## src/rtl/i2s_rx_if.sv

```systemverilog
// Signal bundle between an I2S transmitter or pin driver (master) and the i2s_rx deserializer (slave).
interface i2s_rx_if #(
    parameter int unsigned DATA_W = 16
);
    logic              sclk;
    logic              ws;
    logic              sd;
    logic [DATA_W-1:0] data_out;
    logic              data_right;
    logic              data_valid;
    logic              short_err;
    logic [7:0]        err_count;

    modport master (
        output sclk, ws, sd,
        input  data_out, data_right, data_valid, short_err, err_count
    );

    modport slave (
        input  sclk, ws, sd,
        output data_out, data_right, data_valid, short_err, err_count
    );
endinterface

```

## src/rtl/i2s_rx.sv

```systemverilog
// I2S receiver: oversamples sclk/ws/sd in the clk domain and emits one tagged word per channel slot.
// Optional saturating short-slot counter is built when I2S_RX_ERRCNT_EN is defined.
module i2s_rx #(
    parameter int unsigned DATA_W      = 16,
    parameter int unsigned SYNC_STAGES = 2
) (
    input  logic    clk,
    input  logic    reset_n,
    i2s_rx_if.slave bus
);
    localparam int unsigned CW = $clog2(DATA_W + 1);

    // IDLE: no ws reference yet; WAIT: ws reference held, no boundary seen; SYNC: framing known
    typedef enum logic [1:0] {ST_IDLE, ST_WAIT, ST_SYNC} state_t;

    logic [SYNC_STAGES-1:0] sclk_sync_q, ws_sync_q, sd_sync_q;
    logic                   sclk_prev_q, strobe_q, ws_r_q, sd_r_q;
    logic                   sclk_s, ws_s, sd_s;

    state_t            state_q, state_d;
    logic              chan_q, chan_d;
    logic              ws_p_q, ws_p_d;
    logic [CW-1:0]     cnt_q, cnt_d;
    logic [DATA_W-1:0] shift_q, shift_d;
    logic [DATA_W-1:0] data_out_q, data_out_d;
    logic              data_right_q, data_right_d;
    logic              valid_q, valid_d;
    logic              short_q, short_d;

    assign sclk_s = sclk_sync_q[SYNC_STAGES-1];
    assign ws_s   = ws_sync_q[SYNC_STAGES-1];
    assign sd_s   = sd_sync_q[SYNC_STAGES-1];

    // ws/sd ride through the same pipeline as sclk so they stay aligned with the strobe
    always_ff @(posedge clk or negedge reset_n) begin
        if (!reset_n) begin
            sclk_sync_q <= '0;
            ws_sync_q   <= '0;
            sd_sync_q   <= '0;
            sclk_prev_q <= 1'b0;
            strobe_q    <= 1'b0;
            ws_r_q      <= 1'b0;
            sd_r_q      <= 1'b0;
        end else begin
            sclk_sync_q <= {sclk_sync_q[SYNC_STAGES-2:0], bus.sclk};
            ws_sync_q   <= {ws_sync_q[SYNC_STAGES-2:0], bus.ws};
            sd_sync_q   <= {sd_sync_q[SYNC_STAGES-2:0], bus.sd};
            sclk_prev_q <= sclk_s;
            strobe_q    <= sclk_s & ~sclk_prev_q;
            ws_r_q      <= ws_s;
            sd_r_q      <= sd_s;
        end
    end

    always_ff @(posedge clk or negedge reset_n) begin
        if (!reset_n) begin
            state_q      <= ST_IDLE;
            chan_q       <= 1'b0;
            ws_p_q       <= 1'b0;
            cnt_q        <= '0;
            shift_q      <= '0;
            data_out_q   <= '0;
            data_right_q <= 1'b0;
            valid_q      <= 1'b0;
            short_q      <= 1'b0;
        end else begin
            state_q      <= state_d;
            chan_q       <= chan_d;
            ws_p_q       <= ws_p_d;
            cnt_q        <= cnt_d;
            shift_q      <= shift_d;
            data_out_q   <= data_out_d;
            data_right_q <= data_right_d;
            valid_q      <= valid_d;
            short_q      <= short_d;
        end
    end

    always_comb begin
        state_d      = state_q;
        chan_d       = chan_q;
        ws_p_d       = ws_p_q;
        cnt_d        = cnt_q;
        shift_d      = shift_q;
        data_out_d   = data_out_q;
        data_right_d = data_right_q;
        valid_d      = 1'b0;
        short_d      = 1'b0;
        if (strobe_q) begin
            if (state_q == ST_SYNC && cnt_q < CW'(DATA_W)) begin
                shift_d = {shift_q[DATA_W-2:0], sd_r_q};
                cnt_d   = cnt_q + CW'(1);
                if (cnt_d == CW'(DATA_W)) begin
                    data_out_d   = shift_d;
                    data_right_d = chan_q;
                    valid_d      = 1'b1;
                end
            end
            ws_p_d = ws_r_q;
            // Boundary is judged after this strobe's bit, so an LSB sharing the ws edge still completes
            if (state_q == ST_IDLE) begin
                state_d = ST_WAIT;
            end else if (ws_r_q != ws_p_q) begin
                if (state_q == ST_SYNC && cnt_d < CW'(DATA_W)) begin
                    short_d = 1'b1;
                end
                state_d = ST_SYNC;
                chan_d  = ws_r_q;
                cnt_d   = '0;
                shift_d = '0;
            end
        end
    end

    assign bus.data_out   = data_out_q;
    assign bus.data_right = data_right_q;
    assign bus.data_valid = valid_q;
    assign bus.short_err  = short_q;

`ifdef I2S_RX_ERRCNT_EN
    logic [7:0] err_cnt_q;

    always_ff @(posedge clk or negedge reset_n) begin
        if (!reset_n) begin
            err_cnt_q <= '0;
        end else if (short_q && err_cnt_q != 8'hFF) begin
            err_cnt_q <= err_cnt_q + 8'd1;
        end
    end

    assign bus.err_count = err_cnt_q;
`else
    assign bus.err_count = '0;
`endif
endmodule

```

## src/flat_wrapper.sv

```systemverilog
// flat-port wrapper written by rule: the top's interface ports become plain ports
module i2s_rx_flat 
#(
    parameter int unsigned DATA_W      = 16,
    parameter int unsigned SYNC_STAGES = 2
)
  (clk, reset_n, bus_sclk, bus_ws, bus_sd, bus_data_out, bus_data_right, bus_data_valid, bus_short_err, bus_err_count);
  i2s_rx_if #(.DATA_W(DATA_W)) bus_i ();
  input  logic clk;
  input  logic reset_n;
  input wire logic [$bits(bus_i.sclk)-1:0] bus_sclk;
  input wire logic [$bits(bus_i.ws)-1:0] bus_ws;
  input wire logic [$bits(bus_i.sd)-1:0] bus_sd;
  output wire logic [$bits(bus_i.data_out)-1:0] bus_data_out;
  output wire logic [$bits(bus_i.data_right)-1:0] bus_data_right;
  output wire logic [$bits(bus_i.data_valid)-1:0] bus_data_valid;
  output wire logic [$bits(bus_i.short_err)-1:0] bus_short_err;
  output wire logic [$bits(bus_i.err_count)-1:0] bus_err_count;
  assign bus_i.sclk = bus_sclk;
  assign bus_i.ws = bus_ws;
  assign bus_i.sd = bus_sd;
  assign bus_data_out = bus_i.data_out;
  assign bus_data_right = bus_i.data_right;
  assign bus_data_valid = bus_i.data_valid;
  assign bus_short_err = bus_i.short_err;
  assign bus_err_count = bus_i.err_count;
  i2s_rx #(.DATA_W(DATA_W), .SYNC_STAGES(SYNC_STAGES)) u_core (.clk(clk), .reset_n(reset_n), .bus(bus_i));
endmodule
```

## config.mk

```make
export PLATFORM = sky130hd
export DESIGN_NAME = i2s_rx_flat
export DESIGN_NICKNAME = d
export VERILOG_FILES = /design/src/rtl/i2s_rx_if.sv /design/src/rtl/i2s_rx.sv /design/src/flat_wrapper.sv
export SDC_FILE = /design/constraint.sdc
export NUM_CORES = 1
export LEC_CHECK = 0
export CORE_AREA = 10 10 75 77
export DETAILED_ROUTE_END_ITERATION = 16
export DIE_AREA = 0 0 85 87
export PLACE_DENSITY = 0.75
export REMOVE_ABC_BUFFERS = 1
export SYNTH_ARGS = -nofsm -noshare
export SYNTH_HDL_FRONTEND = slang
export SYNTH_SLANG_ARGS = --single-unit
```

## constraint.sdc

```tcl
create_clock -name clk -period 1.9 [get_ports clk]
set_input_delay 0.38 -clock clk [delete_from_list [all_inputs] [get_ports clk]]
set_output_delay 0.38 -clock clk [all_outputs]
set_load 0.01 [all_outputs]
```

# [Yosys cells after proc, flatten, opt, wreduce, memory -nomap -nowiden]
# Cells that the tools add are included.
[classes] n_bitwise=3 mux=16 eq_ne=3 reduce_logical=7 n_lt_le_gt_ge=2 add_sub_neg=1
[op_table] operator="16-bit 2-to-1 mux" n=3
[op_table] operator="5-bit 2-to-1 mux" n=4
[op_table] operator="5-bit less-than comparator (second input constant)" n=2
[op_table] operator="1-bit 2-to-1 mux" n=7
[op_table] operator="3-bit AND reduction" n=2
[op_table] operator="5-bit by 1-bit adder with 5-bit output (second input constant)" n=1
[op_table] operator="5-bit == test (second input constant)" n=1
[op_table] operator="2-bit 2-to-1 mux" n=2
[op_table] operator="2-bit == test (second input constant)" n=1
[op_table] operator="1-bit logical AND" n=2
[op_table] operator="2-bit zero test" n=1
[op_table] operator="1-bit inverter" n=2
[op_table] operator="2-bit AND reduction" n=1
[op_table] operator="2-bit nonzero test" n=1
[op_table] operator="1-bit AND" n=1
[op_table] operator="1-bit inequality test" n=1
[totals] out_inout_bits=27 register_bits=54 inputBits=5 word_cells=48

# [Depth between registers and ports, before layout]
[depth] depth_word=10 depth_mapped=5 ltp_nobuf=4

# [Least setup slack after synthesis]
# Ideal clock, no wire load.
[synth_timing] path_kind="reg-to-reg" startpoint="register u_core.state_q[0]" endpoint="register u_core.data_out_q[0], in the netlist u_core.bus.data_out[0]" arrival_time_ps=1537 t_required_ps=1775 period_less_slack_ps=1662 slack_ps=238 path_stages_with_launch=5 setup_time_ps=125 n_path_buf=1 cell_sequence="dfrtp_1 nand4bb_4 nor3_4 buf_8 mux2_4"
[synth_between] elab_chain_len=3
[synth_lines] item="from (decl)" line_no="i2s_rx.sv:20" source="state_t state_q, state_d;"
[synth_lines] item="from (signal assigned)" line_no="i2s_rx.sv:67" source="state_q <= state_d;"
[synth_lines] item="2-bit == test" line_no="i2s_rx.sv:90" source="if (state_q == ST_SYNC && cnt_q < CW'(DATA_W)) begin"
[synth_lines] item="1-bit logical AND" line_no="i2s_rx.sv:90"
[synth_lines] item="3-bit AND reduction (no source line)"
[synth_lines] item="to (signal assigned)" line_no="i2s_rx.sv:72" source="data_out_q <= data_out_d;"
[synth_lines] item="to (decl)" line_no="i2s_rx.sv:25" source="logic [DATA_W-1:0] data_out_q, data_out_d;"
# Every way passes these cells.
# A chain may end at the register's enable or synchronous reset.

# [Worst setup path in the final report]
[layout_timing] startpoint="register u_core.state_q[0]" endpoint="register u_core.data_out_q[4], in the netlist u_core.bus.data_out[4]"
# The elaborated chain is that of the path after synthesis.

==> reports/results.ini <==
[clocking]
cts_tree=done
cts_hold_buffers=0
post_cts_sizing=0
cts.path.max_buffers=2
cts_sinks=53
post-cts-setup-buffer-count=0
tritoncts.num_buffers=5
clock-root-buffer=clkbuf_8
worst_setup_hold_path_clk_slew_ns=0.09
htree_levels=2
clkLatencyLatePin_ns=0.29

[placement]
buffer_ports.inserted=23
place_hpwl_microns=2453
routabilityCongestion=0.7288

[timing]
period_minus_ws_final_ns=1.683
timing.final.setup_violations=0
finalHoldViolCount=0
finalClockSkew_ns=0.005522
clock.fmax_mhz=594.3
totalNegativeSetupSlack_ns=0
report.final.slew_viol_count=0
rsz_0062_raised_after_global_routing=no
min_period_over_period_pct=88.55

[power]
post-layout-total-power_mw=2.363
power.density_cell_area_nw_per_um2=951.5
cellLeakagePower_nw=1.150
peakVddDrop_mv=0.5646

[critical_path]
crit_required_ns=2.09
rr_endpoint=u_core.bus.data_out[4]$_DFFE_PN0P_
rr_worst_depth=4
critical_path.max_fanout=11
crit_arrival_ns=1.87
worstSetupPathType=reg2reg
worstSetupEndpointType=register
setup.reg_to_reg.worst_slack_ns=0.22
cp-start-kind=register
critical_path.reg2reg.startpoint=u_core.state_q[0]$_DFFE_PN0P_

[route]
drtAntennaViolNets=0
wirelength_microns=3595
drc_violations_left=0
dr_total_vias=1279
drt_iter0_markers=115
routed_via_density=5.199
routed_wire_length_per_instance_microns=14.61
first_pass_iters=4

[global_route]
grt_max_degree=54
grtUsageTotal_pct=10.11
antenna_found_initial=0
grt_pass1_vias=1394
wire_length_of_the_first_global_routing_pass_microns=6203
grt_remaining_overflow=0

[yosys]
post_synthesis_sequential_element_count=53
post_synthesis_cell_area_sq_um=2095
synth_seq_area_share_pct=63.32
synth_area_per_cell_sq_um=12.69
synthCells=165
yosysWarnings=0
ys_types=28

[die]
die_h_microns=87
start_util_pct=49.47
rows=24
coreArea_sq_um=4234
floorplan.die.width_microns=85
design.die.area_sq_um=7395
ios=32

[flow_run]
drv.max_cap_violation_count=0

[hold_path]
hp-class=in2async

[final_layout]
layout_commonest_cell=dfrtp_1
final_layout_size_suffix_gt1_share_pct=19.59
num_antenna_cells=0
num-nets-final=200
leading_cell_types_in_the_layout_fill_and_taps_excluded=dfrtp_1 (53), nand2_1 (34), clkdlybuf4s50_1 (22)
area_delta_synth_final_pct=18.58
layout.filler_cells=324

[run_status]
outcome=finished, final reports clean

[logic make-up after synthesis]
family,count (synthesis),share of synthesized area [%]
other,1,0.1790
DFF,53,63.32
adders and majority gates,2,1.195
xor gates and xnor gates,2,0.8365
and+or+nand+nor,49,11.77
buffers and inverters,16,5.017
muxes,19,11.83
AOI/OAI and AO/OA,23,5.854
[power breakdown]
| group | internal (mW) | total, mW | switching (mW) | leakage (nW) |
|---|---|---|---|---|
| Combinational | 0.154 | 0.332 | 0.178 | 0.391 |
| Sequential | 1.24 | 1.37 | 0.124 | 0.705 |
| Clock | 0.329 | 0.664 | 0.334 | 0.0542 |
[synth_stat cells]
cell,count,share of area [%]
xnor2_1,1,0.42
mux2_2,10,5.4
ha_1,2,1.2
xor2_1,1,0.42
and3b_1,1,0.42
nor3_4,1,0.78
a22o_1,1,0.42
a21oi_1,19,4.5
inv_1,1,0.18
nor4bb_1,1,0.48
nand4bb_4,1,1.3
nor2_1,4,0.72
nand2_1,34,6.1
nand3_1,1,0.24
or3_1,2,0.60
buf_4,8,2.9
nor2b_1,1,0.30
buf_8,1,0.72
buf_2,3,0.72
dfrtp_1,53,63
a31o_2,1,0.42
conb_1,1,0.18
nand4_1,1,0.30
and3_1,1,0.30
mux2_4,9,6.5
clkbuf_1,3,0.54
o21ai_0,2,0.48
nor3_1,1,0.24
[stage by stage]
| step | instance area (sq um) | utilization (%) | setup WS, ns | cells | hold WS (ns) |
|---|---|---|---|---|---|
| finish | 2484 | 58.66 | 0.2175 | 246 | 0.05615 |
| global route | 2484 | 58.66 | 0.1357 | 246 | 0.07368 |
| CTS | 2484 | 58.66 | 0.2089 | 246 | 0.06788 |
| detailed placement | 2382 | 56.26 | 0.2386 | 238 | 0.3394 |
| global placement | 2382 | 56.26 | 0.2800 | 238 | 0.3340 |
| floorplan | 2019 | - | -0.3733 | 157 | 0.08441 |
[cell type report]
cell class | count | area, sq um | area share (%)
sequential | 53 | 1326 | 53.40
multi-input combinational | 103 | 704.4 | 28.36
clock inverter | 1 | 5.005 | 0.2015
timing repair buffer | 29 | 282.8 | 11.39
tap | 52 | 65.06 | 2.620
clock buffer | 7 | 96.34 | 3.879
inverter | 1 | 3.754 | 0.1511
[per-layer routing]
metal | part of all wire (%) | GRT usage, % | wire length, microns
met1 | 42 | 10.40 | 1506
met2 | 50 | 17.10 | 1786
met3 | 6.4 | 4.682 | 231
met4 | 1.9 | 4.790 | 70
met5 | 0 | 0 | 0
[registers in the layout, indices dropped and copies added, names as in the netlist, 2 cells and up]
register and flops:
u_core.bus.data_out 16, u_core.sd_sync_q 2, u_core.shift_q 15, u_core.cnt_q 5, u_core.sclk_sync_q 2, u_core.ws_sync_q 2, u_core.state_q 2
[worst max-delay path, cell delays in order (launching register included)]
cell and delay, ns:
dfrtp_1 0.47, nand4bb_4 0.28, nor3_4 0.21, buf_4 0.25, mux2_2 0.36
[worst max path at each step]
stage	startpoint	endpoint	slack, ns	depth (start not counted)
2_1_floorplan	u_core.state_q[1]$_DFFE_PN0P_	u_core.cnt_q[0]$_DFFE_PN0P_	-0.37	3
3_3_place_gp	u_core.state_q[0]$_DFFE_PN0P_	u_core.bus.data_out[8]$_DFFE_PN0P_	0.28	4
3_5_place_dp	u_core.state_q[0]$_DFFE_PN0P_	u_core.bus.data_out[4]$_DFFE_PN0P_	0.24	4
4_1_cts	u_core.state_q[0]$_DFFE_PN0P_	u_core.bus.data_out[4]$_DFFE_PN0P_	0.21	4
5_1_grt	u_core.cnt_q[0]$_DFFE_PN0P_	u_core.bus.data_out[5]$_DFFE_PN0P_	0.14	5
6_report	u_core.state_q[0]$_DFFE_PN0P_	u_core.bus.data_out[4]$_DFFE_PN0P_	0.22	4
Note: power is estimated with default switching activity, not from simulation.
